### src/rtl/mo_mul_arbiter.sv
// mo_mul_arbiter: round-robin sharing of one pipelined Montgomery multiplier (mo_mul)
// among N_REQ requesters. A tag pipe tracks the owner of each in-flight op, so results
// come back in issue order.
// Optional feature macro: MO_MUL_ARB_RANGE_CHK_EN. When it is defined, operands >= `Q are
// accepted but dropped, and err pulses. When it is undefined, err is tied low.

`ifndef DATA_WIDTH
`define DATA_WIDTH 12
`endif
`ifndef MUL_STAGE_CNT
`define MUL_STAGE_CNT 3
`endif
`ifndef Q
`define Q 3329
`endif

module mo_mul_arbiter #(
    parameter int unsigned N_REQ  = 2,
    parameter int unsigned DW     = `DATA_WIDTH,
    parameter int unsigned STAGES = `MUL_STAGE_CNT
) (
    input  logic                     clk,
    input  logic                     rst,
    input  logic [N_REQ-1:0]         req_valid,
    output logic [N_REQ-1:0]         req_ready,
    input  logic [N_REQ-1:0][DW-1:0] req_a,
    input  logic [N_REQ-1:0][DW-1:0] req_b,
    input  logic                     drain,
    output logic [DW-1:0]            mul_a,
    output logic [DW-1:0]            mul_b,
    input  logic signed [DW:0]       mul_c,
    output logic [N_REQ-1:0]         rsp_valid,
    output logic signed [DW:0]       rsp_c,
    output logic                     idle,
    output logic                     err
);

    localparam int unsigned IDW = (N_REQ > 2) ? $clog2(N_REQ) : 1;

    typedef struct packed {
        logic           vld;
        logic [IDW-1:0] id;
    } tag_t;

    logic [IDW-1:0]     rr_ptr;
    logic               grant;
    logic [IDW-1:0]     grant_id;
    logic               in_range;
    logic               issue;
    logic               any_in_flight;
    logic signed [DW:0] rsp_c_q;
    tag_t               tag_pipe [STAGES+1];

    // Requester index k places after base, wrapping at N_REQ.
    function automatic logic [IDW-1:0] rr_index(input logic [IDW-1:0] base, input int unsigned k);
        int unsigned s;
        s = int'(base) + k;
        if (s >= N_REQ) s = s - N_REQ;
        return IDW'(s);
    endfunction

    // Round-robin pick: first valid requester at or after the pointer, suppressed by drain/reset.
    always_comb begin
        grant    = 1'b0;
        grant_id = '0;
        if (!rst && !drain) begin
            for (int unsigned k = 0; k < N_REQ; k++) begin
                if (!grant && req_valid[rr_index(rr_ptr, k)]) begin
                    grant    = 1'b1;
                    grant_id = rr_index(rr_ptr, k);
                end
            end
        end
    end

    // One-hot ready for the granted requester.
    always_comb begin
        req_ready = '0;
        if (grant) req_ready[grant_id] = 1'b1;
    end

`ifdef MO_MUL_ARB_RANGE_CHK_EN
    localparam logic [DW-1:0] Q_LIM = DW'(`Q);

    // Operands must be reduced below Q; out-of-range ops are accepted but never issued.
    always_comb begin
        in_range = (req_a[grant_id] < Q_LIM) && (req_b[grant_id] < Q_LIM);
    end

    // Error pulse one cycle after an out-of-range handshake.
    always_ff @(posedge clk) begin
        if (rst) err <= 1'b0;
        else     err <= grant && !in_range;
    end
`else
    assign in_range = 1'b1;
    assign err      = 1'b0;
`endif

    assign issue = grant && in_range;

    // Pointer, multiplier operands, tag pipe and held result.
    always_ff @(posedge clk) begin
        if (rst) begin
            rr_ptr  <= '0;
            mul_a   <= '0;
            mul_b   <= '0;
            rsp_c_q <= '0;
            for (int unsigned s = 0; s <= STAGES; s++) tag_pipe[s] <= '0;
        end else begin
            if (grant) rr_ptr <= (grant_id == IDW'(N_REQ - 1)) ? '0 : grant_id + IDW'(1);
            if (issue) begin
                mul_a <= req_a[grant_id];
                mul_b <= req_b[grant_id];
            end
            tag_pipe[0] <= '{vld: issue, id: grant_id};
            for (int unsigned s = 1; s <= STAGES; s++) tag_pipe[s] <= tag_pipe[s-1];
            if (tag_pipe[STAGES].vld) rsp_c_q <= mul_c;
        end
    end

    // Response decode: last tag stage lines up with mul_c.
    always_comb begin
        rsp_valid = '0;
        if (tag_pipe[STAGES].vld) rsp_valid[tag_pipe[STAGES].id] = 1'b1;
        rsp_c = tag_pipe[STAGES].vld ? mul_c : rsp_c_q;
    end

    // Idle when nothing is in flight and nothing is granted this cycle.
    always_comb begin
        any_in_flight = 1'b0;
        for (int unsigned s = 0; s <= STAGES; s++) any_in_flight = any_in_flight | tag_pipe[s].vld;
        idle = !any_in_flight && !grant;
    end

endmodule
### config.mk
export PLATFORM = sky130hd
export DESIGN_NAME = mo_mul_arbiter
export DESIGN_NICKNAME = d
export VERILOG_FILES = /design/src/rtl/mo_mul_arbiter.sv
export SDC_FILE = /design/constraint.sdc
export NUM_CORES = 1
export LEC_CHECK = 0
export ABC_CLOCK_PERIOD_IN_PS = 3800
export BUFFER_PORTS_ARGS = -buffer_cell sky130_fd_sc_hd__buf_2
export CAP_MARGIN = 10
export CORE_MARGIN = 5
export CORE_UTILIZATION = 45
export DETAILED_ROUTE_END_ITERATION = 7
export HOLD_SLACK_MARGIN = 0.02
export PLACE_DENSITY = 0.86
export SLEW_MARGIN = 25
export SYNTH_ARGS = -nofsm -noshare
export SYNTH_HDL_FRONTEND = slang
export SYNTH_SLANG_ARGS = --single-unit
### constraint.sdc
create_clock -name clk -period 3.8 [get_ports clk]
set_clock_uncertainty 0.05 [all_clocks]
set_input_delay 0.19 -clock clk [delete_from_list [all_inputs] [get_ports clk]]
set_output_delay 0.19 -clock clk [all_outputs]
set_load 0.005 [all_outputs]
==> results.tsv <==
stage	metric	value	unit
logic_synthesis	synth_nets	307	
placed_design	gp_congestion	0.769	
grt	grt_max_degree	46	
floorplan	io_pins	109	
cts	hold_buffers	0	
cts	cts_made_buffers	5	
final_layout	fin_area	2660	um^2
final_layout	area_delta_synth_final	26.7	%
power	p_per_area	377	nW/um^2
final_layout	antenna_cells	0	
cts	cts_tree	yes	
placed_design	hpwl	3870	um
timing	hold_viol_final	0	
placed_design	dpl.cell_count	375	
logic_synthesis	synth.top_cells.by_area	dfxtp_1 44%, nor2b_1 14%, mux2_2 7.0%, a31oi_1 6.9%, a21oi_1 6.0%	
critical_path	crit_type	input pin to output pin	
critical_path	path_cells	buf_2, or2_1, and2_4, nor2b_1, buf_2	
placed_design	place_ws	1.54	ns
placed_design	io_buffers	107	
critical_path	worst_ep_required_time	3.56	ns
critical_path	slowest_delay	0.70	ns
critical_path	crit_path_frequent_cell	buf_2	
cts	cts_num_sinks	46	
routing	wl	5460	um
logic_synthesis	syn_avg_cell_area	8.71	um^2
final_layout	regArea	921	um^2
timing	clock.fmax	434	MHz
floorplan	die_area	6130	um^2
routing	routed_via_density	5.29	
routing	drtAntennaViolNets	0	
routing	num_vias	2025	
timing	drv_slew	0	
cts	clock_path_buffers	2	
critical_path	start_kind	input pin	
routing	dr.pass1.iters	4	
timing	tightestPinTransition	0.987	ns
power	ir_worst_vdd	0.185	mV
logic_synthesis	syn_inst	241	
run_status	status	complete, no violations	
routing	post_drt_wl_per_cell	14.3	um
logic_synthesis	synth_top_area_share	43.9	%
timing	maxSlewHeadroom	34.2	%
critical_path	endpoint_kind	output pin	
logic_synthesis	ys_warn_count	0	
logic_synthesis	synth_area	2100	um^2
floorplan	core-area	4440	um^2
run	cap_violations	0	
worst_hold_path	hp-class	input pin to flip-flop	
cts	postCtsSetupRepairBufs	0	
routing	first_iter_violations	58	
final_layout	nFillCells	412	
cts	clock-root-buffer	clkbuf_8	
floorplan	initial_core_util	47.2	%
critical_path	path_buf_inv	2	
critical_path	path_max_fanout	29	
grt	met3_usage	6.29	%
grt	grt_first_pass_wirelength	8580	um
logic_synthesis	synth-seq-cells	46	
grt	grt_antenna_before_repair	0	
cts	htreeDepth	2	
grt	grt_pass1_vias	1846	
timing	tns	0	ns
timing	min_period	2.30	ns
final_layout	multi_input_area	1030	um^2
critical_path	slowest_stage	or2_1	
logic_synthesis	synth_top_area_cell	dfxtp_1	
timing	worst_slack	1.50	ns
floorplan	rows	24	
final_layout	finalNetCount	396	
cts	clk_pin_slew	0.08	ns
grt	use_met1	20.0	%
floorplan	dieWidth	78.3	um
timing	setup_viol	0	
grt	busiest_layer	met2	
final_layout	final_cells	383	
floorplan	die_h	78.3	um
placed_design	dpl_cell_area	2570	um^2
logic_synthesis	synth_seq_area_share	43.9	%
cts	ctsResizeCount	0	
cts	insertion_delay	0.29	ns
grt	grt_usage	17.4	%
grt	overflow	0	
timing	fin_hold_ws	0.114	ns
timing	period_share	60.6	%
routing	drc	0	
grt	use_met2	29.2	%
critical_path	crit_arrival	2.06	ns
timing	rsz0062_at_grt	no	
logic_synthesis	ys_types	23	
final_layout	drive_above_1_share	39.6	%
power	leakage	1.25	nW
critical_path	cp_top_family	simple AND/OR/NAND/NOR gates	
logic make-up after synthesis:
kind of cell           Yosys count  share of synthesized area, %
DFF                             46                          43.9
buffers and inverters           28                          6.98
AOI/OAI and AO/OA               74                          19.6
other                            1                         0.179
and+or+nand+nor                 79                          22.4
muxes                           13                          6.98
worst register-to-register path: stages (launching register included):
cell	delay (ns)
dfxtp_1	0.37
nand2b_1	0.78
nand3_1	0.19
a31oi_2	0.20
where the power goes:
group          total [mW]  internal [mW]  switching (mW)
Sequential          0.526          0.512          0.0141
Combinational       0.175         0.0840          0.0913
Clock               0.301          0.147           0.155
Total                1.00          0.743           0.260
through the flow:
stage | util (%) | total power [mW]
final | 59.8 | 1.00
after global routing | 59.8 | 1.05
after CTS | 59.8 | 1.01
after detailed placement | 57.8 | 0.713
after global placement | 57.8 | 0.709
after floorplan | - | 0.637
worst paths after layout:
path	cells after the start	slack (ns)	endpoint	from
worst max register to register	3	2.15	mul_b[7]	rr_ptr
worst min-delay path	3	0.11	mul_a[4]	req_a[4]
worst max-delay path	5	1.50	req_ready[0]	req_valid[1]
worst min register to register	1	0.39	tag_pipe[0][2]	tag_pipe[0][0]
placed cells by master, fill, tap and decap left out, types with 6 or more instances in the layout:
cell type / n
o21ai_0: 24
buf_2: 107
nand3_1: 24
clkbuf_8: 6
dfxtp_1: 46
mux2_2: 13
nor2b_1: 46
a31oi_1: 23
a21oi_1: 25
cells in the mapped netlist:
| cell type | n |
|---|---|
| a21oi_1 | 25 |
| nor2_1 | 1 |
| a31oi_2 | 1 |
| mux2_2 | 13 |
| nor2b_1 | 46 |
| and2_1 | 1 |
| or4_1 | 1 |
| nand2b_1 | 1 |
| buf_2 | 6 |
| and2_4 | 1 |
| conb_1 | 1 |
| o21ai_0 | 24 |
| buf_4 | 1 |
| clkbuf_1 | 15 |
| a311oi_1 | 1 |
| inv_1 | 2 |
| a31oi_1 | 23 |
| nor2_4 | 1 |
| or2_1 | 1 |
| nand3_1 | 24 |
| buf_6 | 4 |
| and3_1 | 2 |
| dfxtp_1 | 46 |
per-layer routing:
layer	vias to the layer above	routed length (um)
met3	9	527
met1	912	2260
met2	89	2560
li1	1015	-
met5	-	0
met4	0	113
state kept, by name, indices dropped and copies added (netlist names):
name,count
mul_a,12
tag_pipe,8
rsp_c_q,13
rr_ptr,1
mul_b,12
cell type report:
| class | count | share of cell area, % |
|---|---|---|
| flip-flops and latches | 46 | 34.6 |
| repair buffers | 108 | 20.4 |
| multi-input cells | 167 | 38.8 |
| clock buffers | 7 | 3.25 |
| inverters | 2 | 0.282 |
| well taps | 52 | 2.45 |
| clock inverters | 1 | 0.188 |
No activity file was read; power rests on OpenSTA's default activity.
